<file path="src/rtl/fifoc2cs_multi_if.sv">
// Handshake and data bundle between the command parser, the fifoc read
// port and the cs side. The parser connects through the slave modport; the
// environment (cs + fifoc) drives through the master modport.
interface fifoc2cs_multi_if #(
    parameter int NUM_REG = 9
);
    logic                   fs;
    logic                   fd;
    logic                   err;
    logic                   fifoc_empty;
    logic                   fifoc_rxen;
    logic [7:0]             fifoc_rxd;
    logic [NUM_REG*8-1:0]   cmd_regs;
    logic                   cmd_upd;
    logic [7:0]             frame_cnt;

    modport master (
        output fs, fifoc_empty, fifoc_rxd,
        input  fd, err, fifoc_rxen, cmd_regs, cmd_upd, frame_cnt
    );

    modport slave (
        input  fs, fifoc_empty, fifoc_rxd,
        output fd, err, fifoc_rxen, cmd_regs, cmd_upd, frame_cnt
    );
endinterface

</file>
<file path="src/rtl/fifoc2cs_multi.sv">
// Command-frame parser between fifoc (read side) and cs.
// Frame: HEAD0 HEAD1 data[0..NUM_REG-1] [checksum]. A good frame commits the
// data bytes to cmd_regs in one cycle; a bad header, bad checksum or FIFO
// stall longer than TIMEOUT cycles ends the frame with err=1 and no commit.
// Optional feature macro: CHKSUM_EN adds the trailing checksum byte
// (sum mod 256 of the data bytes).
module fifoc2cs_multi #(
    parameter int          NUM_REG = 9,
    parameter logic [7:0]  HEAD0   = 8'h55,
    parameter logic [7:0]  HEAD1   = 8'hAA,
    parameter int          TIMEOUT = 1024
) (
    input  logic              clk,
    input  logic              rst_n,
    fifoc2cs_multi_if.slave   bus
);
`ifdef CHKSUM_EN
    localparam int CHK = 1;
`else
    localparam int CHK = 0;
`endif
    localparam int LEN = 2 + NUM_REG + CHK;
    localparam int CW  = $clog2(LEN + 1);
    localparam int TW  = $clog2(TIMEOUT + 1);
    localparam logic [CW-1:0] LEN_C  = CW'(LEN);
    localparam logic [CW-1:0] LAST_C = CW'(LEN - 1);
    localparam logic [CW-1:0] DEND_C = CW'(NUM_REG + 2);
    localparam logic [TW-1:0] TMO_C  = TW'(TIMEOUT - 1);

    typedef enum logic [1:0] {IDLE, READ, COMMIT, DONE} state_t;

    state_t               state_q, state_d;
    logic [CW-1:0]        iss_q, iss_d, rcv_q, rcv_d;
    logic [TW-1:0]        to_q, to_d;
    logic [7:0]           sum_q, sum_d, cnt_q, cnt_d;
    logic [NUM_REG*8-1:0] shd_q, shd_d, regs_q, regs_d;
    logic                 abort_q, abort_d, err_q, err_d, rd_vld_q;
    logic                 rxen, capt, hdr_bad, last_byte, chk_ok, tmo;

    // Decode of the read request and of the byte arriving this cycle.
    always_comb begin
        rxen      = (state_q == READ) && !bus.fifoc_empty && (iss_q < LEN_C) && !abort_q;
        capt      = rd_vld_q && !abort_q;
        hdr_bad   = capt && (((rcv_q == '0) && (bus.fifoc_rxd != HEAD0)) ||
                             ((rcv_q == CW'(1)) && (bus.fifoc_rxd != HEAD1)));
        last_byte = capt && (rcv_q == LAST_C);
        chk_ok    = (CHK == 0) || (bus.fifoc_rxd == sum_q);
        tmo       = !rxen && (to_q == TMO_C);
    end

    // State register.
    always_ff @(posedge clk) begin
        if (!rst_n) state_q <= IDLE;
        else        state_q <= state_d;
    end

    // Next-state: an aborted frame waits for its in-flight byte to drain.
    always_comb begin
        state_d = state_q;
        case (state_q)
            IDLE:   if (bus.fs) state_d = READ;
            READ: begin
                if (hdr_bad)                  state_d = READ;
                else if (abort_q && !rd_vld_q) state_d = DONE;
                else if (last_byte)           state_d = chk_ok ? COMMIT : DONE;
                else if (tmo)                 state_d = DONE;
            end
            COMMIT: state_d = DONE;
            DONE:   if (!bus.fs) state_d = IDLE;
            default: state_d = IDLE;
        endcase
    end

    // Frame datapath: counters, shadow buffer, running sum, commit.
    always_comb begin
        iss_d   = iss_q;
        rcv_d   = rcv_q;
        to_d    = to_q;
        sum_d   = sum_q;
        shd_d   = shd_q;
        abort_d = abort_q;
        err_d   = err_q;
        regs_d  = regs_q;
        cnt_d   = cnt_q;
        if (state_q == IDLE && bus.fs) begin
            iss_d   = '0;
            rcv_d   = '0;
            to_d    = '0;
            sum_d   = '0;
            abort_d = 1'b0;
            err_d   = 1'b0;
        end else if (state_q == READ) begin
            if (rxen) begin
                iss_d = iss_q + CW'(1);
                to_d  = '0;
            end else begin
                to_d  = to_q + TW'(1);
            end
            if (capt) begin
                rcv_d = rcv_q + CW'(1);
                if (rcv_q >= CW'(2) && rcv_q < DEND_C) begin
                    sum_d = sum_q + bus.fifoc_rxd;
                    for (int k = 0; k < NUM_REG; k++)
                        if (rcv_q == CW'(k + 2)) shd_d[k*8 +: 8] = bus.fifoc_rxd;
                end
            end
            if (hdr_bad) abort_d = 1'b1;
            if (state_d == DONE) err_d = 1'b1;
            if (state_d == COMMIT) begin
                regs_d = shd_d;
                cnt_d  = cnt_q + 8'd1;
            end
        end
    end

    // Datapath registers.
    always_ff @(posedge clk) begin
        if (!rst_n) begin
            iss_q    <= '0;
            rcv_q    <= '0;
            to_q     <= '0;
            sum_q    <= '0;
            shd_q    <= '0;
            abort_q  <= 1'b0;
            err_q    <= 1'b0;
            regs_q   <= '0;
            cnt_q    <= '0;
            rd_vld_q <= 1'b0;
        end else begin
            iss_q    <= iss_d;
            rcv_q    <= rcv_d;
            to_q     <= to_d;
            sum_q    <= sum_d;
            shd_q    <= shd_d;
            abort_q  <= abort_d;
            err_q    <= err_d;
            regs_q   <= regs_d;
            cnt_q    <= cnt_d;
            rd_vld_q <= rxen;
        end
    end

    // Outputs.
    always_comb begin
        bus.fd         = (state_q == DONE);
        bus.err        = err_q;
        bus.fifoc_rxen = rxen;
        bus.cmd_regs   = regs_q;
        bus.cmd_upd    = (state_q == COMMIT);
        bus.frame_cnt  = cnt_q;
    end
endmodule
</file>
<file path="src/flat_wrapper.sv">
// flat-port wrapper written by rule: the top's interface ports become plain ports
module fifoc2cs_multi_flat 
#(
    parameter int          NUM_REG = 9,
    parameter logic [7:0]  HEAD0   = 8'h55,
    parameter logic [7:0]  HEAD1   = 8'hAA,
    parameter int          TIMEOUT = 1024
)
  (clk, rst_n, bus_fs, bus_fifoc_empty, bus_fifoc_rxd, bus_fd, bus_err, bus_fifoc_rxen, bus_cmd_regs, bus_cmd_upd, bus_frame_cnt);
  fifoc2cs_multi_if #(.NUM_REG(NUM_REG)) bus_i ();
  input  logic clk;
  input  logic rst_n;
  input wire logic [$bits(bus_i.fs)-1:0] bus_fs;
  input wire logic [$bits(bus_i.fifoc_empty)-1:0] bus_fifoc_empty;
  input wire logic [$bits(bus_i.fifoc_rxd)-1:0] bus_fifoc_rxd;
  output wire logic [$bits(bus_i.fd)-1:0] bus_fd;
  output wire logic [$bits(bus_i.err)-1:0] bus_err;
  output wire logic [$bits(bus_i.fifoc_rxen)-1:0] bus_fifoc_rxen;
  output wire logic [$bits(bus_i.cmd_regs)-1:0] bus_cmd_regs;
  output wire logic [$bits(bus_i.cmd_upd)-1:0] bus_cmd_upd;
  output wire logic [$bits(bus_i.frame_cnt)-1:0] bus_frame_cnt;
  assign bus_i.fs = bus_fs;
  assign bus_i.fifoc_empty = bus_fifoc_empty;
  assign bus_i.fifoc_rxd = bus_fifoc_rxd;
  assign bus_fd = bus_i.fd;
  assign bus_err = bus_i.err;
  assign bus_fifoc_rxen = bus_i.fifoc_rxen;
  assign bus_cmd_regs = bus_i.cmd_regs;
  assign bus_cmd_upd = bus_i.cmd_upd;
  assign bus_frame_cnt = bus_i.frame_cnt;
  fifoc2cs_multi #(.NUM_REG(NUM_REG), .HEAD0(HEAD0), .HEAD1(HEAD1), .TIMEOUT(TIMEOUT)) u_core (.clk(clk), .rst_n(rst_n), .bus(bus_i));
endmodule
</file>
<file path="config.mk">
export PLATFORM = sky130hd
export DESIGN_NAME = fifoc2cs_multi_flat
export DESIGN_NICKNAME = d
export VERILOG_FILES = /design/src/rtl/fifoc2cs_multi_if.sv /design/src/rtl/fifoc2cs_multi.sv /design/src/flat_wrapper.sv
export SDC_FILE = /design/constraint.sdc
export NUM_CORES = 1
export LEC_CHECK = 0
export CELL_PAD_IN_SITES_DETAIL_PLACEMENT = 0
export CELL_PAD_IN_SITES_GLOBAL_PLACEMENT = 1
export CORE_UTILIZATION = 30
export CTS_CLUSTER_SIZE = 24
export DETAILED_ROUTE_END_ITERATION = 7
export GPL_ROUTABILITY_DRIVEN = 0
export HOLD_SLACK_MARGIN = 0.12
export PLACE_DENSITY_LB_ADDON = 0.15
export SLEW_MARGIN = 5
export SYNTH_ARGS = -nofsm -noshare
export SYNTH_HDL_FRONTEND = slang
export SYNTH_SLANG_ARGS = --single-unit
</file>
<file path="constraint.sdc">
create_clock -name clk -period 2.1 [get_ports clk]
set_clock_uncertainty 0.15 [all_clocks]
set_input_delay 0.315 -clock clk [delete_from_list [all_inputs] [get_ports clk]]
set_output_delay 0.315 -clock clk [all_outputs]
set_load 0.02 [all_outputs]
</file>
Word level (Yosys, flattened, before mapping)

Index checks and enable logic that the tools add are counted.

Flip-flop bits (word level): 176
Latch bits: 0
RAM bits: 0
Bits in read-only memories: 0
Bits of input ports: 12
Output and inout port bits: 84
Logic and storage cells: 82
Memories: 0

$add $sub $neg: 4
$mul: 0
Div/mod/pow operators: 0
Order comparisons: 3
Equality and inequality tests: 18
Shift operators: 0
Muxes and demuxes: 19
Bitwise logic cells: 2
Reductions and logical operators: 26

Operator list:

| cell                    | number |
|---|---|
| $mux W72                | 2 |
| $mux W8                 | 9 |
| $eq A4 B3 Y1 const B    | 4 |
| $eq A4 B4 Y1 const B    | 3 |
| $logic_and A1 B1 Y1     | 12 |
| $mux W2                 | 6 |
| $add A11 B1 Y11 const B | 1 |
| $eq A11 B10 Y1 const B  | 1 |
| $mux W11                | 1 |
| $reduce_and A2 Y1       | 5 |
| $add A4 B1 Y4 const B   | 2 |
| $add A8 B1 Y8 const B   | 1 |
| $eq A2 B2 Y1 const B    | 4 |
| $eq A4 B2 Y1 const B    | 2 |
| $lt A4 B4 Y1 const B    | 2 |
| $ne A8 B7 Y1 const B    | 1 |
| $ne A8 B8 Y1 const B    | 1 |
| $pmux W2 S4             | 1 |
| $eq A4 B1 Y1 const B    | 1 |
| $ge A4 B2 Y1 const B    | 1 |
| $logic_not A1 Y1        | 4 |
| $logic_not A4 Y1        | 1 |
| $reduce_and A3 Y1       | 1 |
| $eq A2 B1 Y1 const B    | 1 |
| 4 further kinds         | 5 |

Logic depth before layout (Yosys ltp)

Gate-level depths: netlist of the first run.

Depth in word-level cells: 13
Gate-level depth with buffers: 8
Gate-level depth less buffers: 6

Worst setup path before layout of the first run

Ideal clock, no wire load.

Kind: register to register
Start: reg u_core.rcv_q[0]
End: reg u_core.regs_q[10], in the netlist u_core.bus.cmd_regs[10]
Library setup time: 0.086 ns
Arrival time: 1.801 ns
Data required time: 1.864 ns
Slack: 0.063 ns
Stages on the path, launching flop included: 8
Buffers on the path: 1
Clock period less this slack: 2.037 ns
Cells stage by stage: dfxtp_1 > inv_1 > ha_1 > clkbuf_1 > o21ai_0 > nor2_4 > mux2i_1 > a211oi_1

Longest elaborated chain between the ends: 8
Elaborated cells between the ends (all ways): 21
Classes of those cells: 2 x order compare; 4 x eq/ne; 7 x mux; 8 x reduce/logical

Ends and longest elaborated chain:

| what                                           | RTL line                                                         | source |
|---|---|---|
| start: declaration                             | fifoc2cs_multi.sv:33                                             | `logic [CW-1:0] iss_q, iss_d, rcv_q, rcv_d;` |
| start signal: assignment                       | fifoc2cs_multi.sv:131                                            | `rcv_q <= rcv_d;` |
| $eq A4 B4 Y1, or another cell as far along     | fifoc2cs_multi.sv:46                                             | `last_byte = capt && (rcv_q == LAST_C);` |
| $logic_and A1 B1 Y1 (on tied branches)         | fifoc2cs_multi.sv:46, fifoc2cs_multi.sv:44, fifoc2cs_multi.sv:45 |  |
| $mux W2 or $logic_or A1 B1 Y1 (tied branches)  | fifoc2cs_multi.sv:65, fifoc2cs_multi.sv:44                       |  |
| $mux W2 or $logic_and A1 B1 Y1 (tied branches) | fifoc2cs_multi.sv:64, fifoc2cs_multi.sv:44                       |  |
| $mux W2                                        | fifoc2cs_multi.sv:63                                             | `if (hdr_bad) state_d = READ;` |
| $pmux W2 S4                                    | fifoc2cs_multi.sv:60                                             | `case (state_q)` |
| $eq A2 B2 Y1                                   | fifoc2cs_multi.sv:109                                            | `if (state_d == COMMIT) begin` |
| $reduce_and A3 Y1 (no line)                    | -                                                                |  |
| end signal: assignment                         | fifoc2cs_multi.sv:137                                            | `regs_q <= regs_d;` |
| end: declaration                               | fifoc2cs_multi.sv:36                                             | `logic [NUM_REG*8-1:0] shd_q, shd_d, regs_q, regs_d;` |

Parallel ways exist; a longest one is shown, timed or not.
A chain may end at the register's enable or synchronous reset.

Worst setup path in the final report of the first run

Start: reg u_core.abort_q
End: reg u_core.shd_q[7]

Longest elaborated chain between the ends: 3

Ends and longest elaborated chain:

| what                     | RTL line              | source |
|---|---|---|
| start: declaration       | fifoc2cs_multi.sv:37  | `logic abort_q, abort_d, err_q, err_d, rd_vld_q;` |
| start signal: assignment | fifoc2cs_multi.sv:135 | `abort_q <= abort_d;` |
| $logic_not A1 Y1         | fifoc2cs_multi.sv:43  | `capt = rd_vld_q && !abort_q;` |
| $logic_and A1 B1 Y1      | fifoc2cs_multi.sv:43  |  |
| $mux W72                 | fifoc2cs_multi.sv:99  | `if (capt) begin` |
| end signal: assignment   | fifoc2cs_multi.sv:123 | `shd_q <= '0;` |
| end signal: assignment   | fifoc2cs_multi.sv:134 | `shd_q <= shd_d;` |
| end: declaration         | fifoc2cs_multi.sv:36  |  |

No other way between the ends.

==> impl_metrics.yaml, run 1 <==
power:
  power.switching_w: 0.00163
  power_frac_comb: 0.045
  p_int_w: 0.00535
  p_per_area_mw_per_mm2: 732
  p_leak_nw: 3.77
  switching_share: 0.234
  power_frac_seq: 0.481
  peakVddDrop_mv: 0.457
  power.share.clock: 0.475
drt:
  dr.pass1.iters: 4
  wl_um: 20200
  vias_per_cell: 4.88
  drc: 0
  vias: 6058
  wl_per_cell_um: 16.3
  route.antenna.remaining_nets: 0
  initialDrtViolationCount: 346
cts:
  clockBufferDepth: 2
  path_clk_slew_ns: 0.07
  cts_tree: "yes"
  clock_sinks: 176
  numCtsBuffers: 17
  ctsHtreeMaxLevel: 4
  clockRootBuffer: "clkbuf_16"
  postCtsSetupRepairBufs: 0
  clock_latency_ns: 0.42
  cts_hold_buffers: 0
placement:
  port-buffer-count: 95
  post_dp_cell_area_mm2: 0.00891
  dpl.hpwl_um: 13300
timing:
  slew_viol_final: 0
  fin_crit_sh: 0.957
  max_freq_mhz: 498
  hold_violations: 0
  setup_violations: 0
  timing.slew.headroom: 0.706
  fin_setup_tns_ns: 0
  max_slew.worst_pin.slew_ns: 0.440
  rsz0062_at_grt: "yes"
  min_period_ns: 2.01
job:
  maxCapViolCount: 0
worst_setup_path:
  arrival_ns: 2.16
  path_cells: "buf_4 -> nor4b_2 -> buf_4 -> nand3_2 -> mux2i_1 -> nor2_1"
  slowest_delay_ns: 0.42
  crit_fanout: 10
  crit_top_cell: "buf_4"
  path_class: "reg -> reg"
  crit_path_start_kind: "register"
  required_ns: 2.25
  crit_slowest_cell: "nor4b_2"
  endpoint_kind: "register"
logic_synthesis:
  syn_area_per_cell_um2: 9.08
  postSynthCellCount: 814
  synth.distinct_cells: 47
  synthFlopType: "dfxtp_1"
  ys_seq_area_frac: 0.477
  synth_top_area_frac: 0.477
  netlist_area_mm2: 0.00739
  synth.net_count: 833
  synth_edf_count: 0
  synth_area_leaders: "dfxtp_1 (48%), mux2i_1 (14%), nor2_1 (7.4%)"
  ys_warn_count: 0
  async_flop_share: 0
  ys_ff_latch: 176
  synth_top_area_cell: "dfxtp_1"
die:
  fp.dieW_um: 159
  io-pin-count: 96
  die_area_mm2: 0.0253
  core_mm2: 0.0242
  die_h_um: 159
  start_util: 0.305
  num_rows: 57
finish:
  layout.nets: 923
  stdcell_area_mm2: 0.00953
  final_util: 0.393
  diodes: 0
  layout-drive-gt1-share: 0.105
  fillerInstances: 2441
  area_delta_synth_final_pct: 29.0
outcome:
  outcome: "completed"
grt:
  grt_usage: 0.164
  antenna_found_initial: 0
  grt_pass1_wl_um: 32800
  grt_max_degree: 71
  grt_pass1_vias: 6032
  grt.overflow.total: 0
hold_path:
  hold_class: "reg -> reg"
## sequential cells by signal (all words and copies together), names as in the netlist
signal and count:
u_core.bus.err 1, u_core.to_q 11, u_core.bus.frame_cnt 8, u_core.shd_q 72, u_core.state_q 2, u_core.rd_vld_q 1, u_core.bus.cmd_regs 72, u_core.abort_q 1
u_core.iss_q 4, u_core.rcv_q 4
## synthesized netlist by cell type (5+ instances only)
| cell | instances |
|---|---|
| a211oi_1 | 8 |
| buf_2 | 27 |
| xnor2_1 | 10 |
| ha_1 | 7 |
| nor4bb_1 | 5 |
| nor2_1 | 145 |
| nand2_1 | 68 |
| dfxtp_1 | 176 |
| nand3_1 | 48 |
| clkbuf_1 | 37 |
| nand3_2 | 5 |
| a311oi_1 | 40 |
| buf_1 | 6 |
| mux2i_1 | 106 |
| xor2_1 | 5 |
| inv_1 | 9 |
| o21ai_0 | 29 |
| a21oi_1 | 33 |
## path summary, 6_finish.rpt
| path | start | to | slack [ns] | depth (start not counted) |
|---|---|---|---|---|
| worst max register to register | u_core.abort_q$_SDFFE_PP0P_ | u_core.shd_q[7]$_SDFFE_PN0P_ | 0.09 | 6 |
| worst min-delay path | u_core.shd_q[18]$_SDFFE_PN0P_ | u_core.bus.cmd_regs[18]$_SDFFE_PN0P_ | 0.33 | 2 |
| worst max-delay path | u_core.abort_q$_SDFFE_PP0P_ | u_core.shd_q[7]$_SDFFE_PN0P_ | 0.09 | 6 |
| worst min register to register | u_core.shd_q[18]$_SDFFE_PN0P_ | u_core.bus.cmd_regs[18]$_SDFFE_PN0P_ | 0.33 | 2 |
## placed cells by master, fill, tap and decap left out, types with 2 or more instances in the layout
cell type        netlist  layout
buf_4                  0      39
clkinv_4               0       3
clkbuf_16              0      17
a211oi_1               8       8
inv_8                  0       2
buf_12                 0       8
nand3_2                5       5
ha_1                   7       7
nor2_1               145     145
nand3b_1               3       3
nand2b_1               3       3
nand4b_1               4       4
o21a_1                 2       2
bufinv_16              0       3
inv_1                  9       9
mux2i_1              106     106
a21oi_1               33      33
nor3_1                 4       4
xnor2_1               10      10
dlygate4sd2_1          0       2
nand3_1               48      48
clkdlybuf4s50_1        0      92
a311oi_1              40      40
nor4bb_1               5       5
o21ai_0               29      28
xor2_1                 5       5
nand4_1                4       4
a31oi_1                2       2
or3_1                  4       4
nor4_1                 3       3
nand2_1               68      67
dfxtp_1              176     176
inv_6                  0       3
clkinv_2               0       4
## critical path, delay by kind of cell (launching register included)
kind	cells	cell delay, ns
simple gates	3	0.74
buf+inv	2	0.43
mux	1	0.23
flops	1	0.35
## metrics by stage
stage | hold WS [ns] | total power (W) | worst slack [ns] | std cells
after global routing | 0.349 | 0.00724 | -0.0170 | 1241
after CTS | 0.331 | 0.00707 | 0.0208 | 1241
final | 0.328 | 0.00698 | 0.0910 | 1241
after detailed placement | 0.318 | 0.00375 | -0.299 | 1209
after global placement | 0.301 | 0.00374 | -0.265 | 1209
after floorplan | 0.284 | 0.00360 | 0.0632 | 814
## final cells by class
cell class,instances,area (um^2),share of cell area
clock inverter,14,180,0.0189
multi-input combinational,557,3560,0.373
clock buffer,18,429,0.0450
tap,324,405,0.0425
inverter,10,38.8,0.00407
timing repair buffer,142,1400,0.146
sequential,176,3520,0.370
## routing by layer
metal | part of all wire | global-route usage
met4 | 0.011 | 0.0485
met2 | 0.50 | 0.284
met5 | 0 | 0
met1 | 0.46 | 0.203
met3 | 0.036 | 0.0352
## power by group through the flow
stage	sequential [W]	clock [W]	combinational, W
global route	0.00335	0.00355	0.000336
floorplan	0.00343	0	0.000169
finish	0.00335	0.00331	0.000313
CTS	0.00335	0.00340	0.000316
detailed placement	0.00343	0	0.000316
global placement	0.00343	0	0.000313
## repair_timing
action,CTS,global route
setup endpoints to repair,3,1
endpoints found under the hold margin,0,0
pin swaps,0,1
resized for setup,7,4
cloned,0,0
## kinds of logic after synthesis
family / share of synthesized area
AO/OA/AOI/OAI: 0.111
XOR/XNOR: 0.0178
adder cells (fa/ha/maj): 0.0119
buffers and inverters: 0.0459
flip-flops: 0.477
multiplexers: 0.144
AND/OR/NAND/NOR: 0.193
(Power assumes the default switching activity.)
==> run 2: changes to the inputs <==
==> constraint.sdc (replaced) <==
create_clock -name clk -period 2.3 [get_ports clk]
set_clock_uncertainty 0.15 [all_clocks]
set_input_delay 0.345 -clock clk [delete_from_list [all_inputs] [get_ports clk]]
set_output_delay 0.345 -clock clk [all_outputs]
set_load 0.02 [all_outputs]
==> run 2 against run 1 <==
Hold slack got worse by 0.0026 ns. Register-to-register slack better by 0.07 ns. Non-clock buffer count is 4 lower. Core utilization is 0.43 points lower. Power shrank 11%. Worst setup slack improved by 0.016 ns. Wire length is 2.7% lower. Critical endpoint is now bus_cmd_upd. Largest cell class unchanged.
==> impl_metrics.yaml, run 2 (synthesis gave the netlist of run 1 again) <==
cts:
  postCtsSetupRepairBufs: 0
  cts_tree: "yes"
  cts_hold_buffers: 0
  ctsHtreeMaxLevel: 4
  path_clk_slew_ns: 0.07
  clock_latency_ns: 0.43
  clockBufferDepth: 2
  numCtsBuffers: 17
  clock_sinks: 176
  clockRootBuffer: "clkbuf_16"
grt:
  grt_pass1_vias: 5874
  grt_usage: 0.160
  grt_pass1_wl_um: 31800
  antenna_found_initial: 0
  grt.overflow.total: 0
  grt_max_degree: 107
finish:
  final_cell_count_no_fill: 1237
  layout.nets: 919
  final_cell_mix: "dfxtp_1 (176), nor2_1 (145), mux2i_1 (106)"
  fillerInstances: 2441
  layout_commonest_cell: "dfxtp_1"
  area_delta_synth_final_pct: 27.6
  diodes: 0
  layout-drive-gt1-share: 0.0986
drt:
  drc: 0
  dr.pass1.iters: 4
  route.antenna.remaining_nets: 0
  vias_per_cell: 4.79
  initialDrtViolationCount: 245
  vias: 5931
  wl_per_cell_um: 15.9
  wl_um: 19700
die:
  die_h_um: 159
  fp.dieW_um: 159
  die_area_mm2: 0.0253
  io-pin-count: 96
  start_util: 0.305
  num_rows: 57
  core_mm2: 0.0242
worst_setup_path:
  arrival_ns: 1.70
  crit_path_start_kind: "register"
  critPathBufInv: 1
  path_class: "reg -> out"
  slowest_delay_ns: 0.61
  critPathLaunch: "u_core.state_q[1]$_SDFF_PN0_"
  crit_slowest_cell: "clkdlybuf4s50_1"
  required_ns: 1.80
  crit_fanout: 7
  path_cells: "nor2b_1 -> clkdlybuf4s50_1"
  endpoint_kind: "primary output"
  r2r-start: "u_core.state_q[0]$_SDFF_PN0_"
  cp_top_family: "buffers and inverters"
placement:
  placedCellCount: 1205
  port-buffer-count: 95
  dpl.hpwl_um: 13100
  post-place-ws_ns: -0.148
power:
  p_leak_nw: 3.71
  peakVddDrop_mv: 0.352
  p_per_area_mw_per_mm2: 659
  finalPower_w: 0.00622
timing:
  fin_ws_ns: 0.107
  min_period_ns: 2.19
  max_freq_mhz: 456
  timing.hold.ws_ns: 0.326
  slew_viol_final: 0
  hold_violations: 0
  setup_violations: 0
  fin_crit_sh: 0.953
  rsz0062_at_grt: "no"
  timing.slew.headroom: 0.605
  max_slew.worst_pin.slew_ns: 0.586
hold_path:
  hold_class: "reg -> reg"
  min_from: "u_core.bus.frame_cnt[7]$_SDFFE_PN0P_"
job:
  maxCapViolCount: 0
outcome:
  outcome: "completed"
## run 2: changes by cell type in the layout (fill, tap and decap cells not counted), sizes merged, moves of 2 or more
| cell | change |
|---|---|
| clkinv | +2 |
| buf | -5 |
| inv | -2 |
| dlygate4sd2 | -2 |
| clkdlybuf4s50 | +2 |
## run 2: metal layers
layer  routed length, um  up-vias  global-route usage
met5                   0        -                   0
li1                    -     3026                   -
met1                9210     2781               0.206
met4                 210        0              0.0485
met2                9540      110               0.270
met3                 707       14              0.0294
## run 2: cell type report
class	count	area, um^2	area share
multi-input combinational	557	3540	0.376
inverter	10	38.8	0.00411
sequential	176	3520	0.374
timing repair buffer	138	1330	0.141
clock buffer	18	429	0.0455
clock inverter	14	156	0.0166
tap	324	405	0.0430
## run 2: what timing repair did
item / 4_1_cts / 5_1_grt
endpoints found under the setup margin: 1 / 3
cloned: 0 / 0
pin swaps: 0 / 1
gates resized for setup: 2 / 3
## run 2: worst min-delay path: cells and delay by family, from the launching register on
kind | cells | cell delay [ns]
and+or+nand+nor | 1 | 0.05
DFF | 1 | 0.32
muxes | 1 | 0.05
## run 2: through the flow
stage / cell area (um^2) / util / setup TNS, ns
6_report: 9430 / 0.389 / 0
5_1_grt: 9430 / 0.389 / 0
4_1_cts: 9430 / 0.389 / 0
3_5_place_dp: 8840 / 0.365 / -0.148
3_3_place_gp: 8840 / 0.365 / -0.106
2_1_floorplan: 7390 / - / 0
## run 2: path summary, 6_finish.rpt
check	cells past startpoint	end	slack, ns
worst min register to register	2	u_core.bus.frame_cnt[7]$_SDFFE_PN0P_	0.33
worst max register to register	6	u_core.bus.cmd_regs[57]$_SDFFE_PN0P_	0.16
worst min-delay path	2	u_core.bus.frame_cnt[7]$_SDFFE_PN0P_	0.33
worst max-delay path	2	bus_cmd_upd	0.11
## run 2: power breakdown
part           total (W)  internal (W)  switching (W)
clock network    0.00288       0.00162        0.00126
logic           0.000276     0.0000886       0.000187
registers        0.00306       0.00305     0.00000996
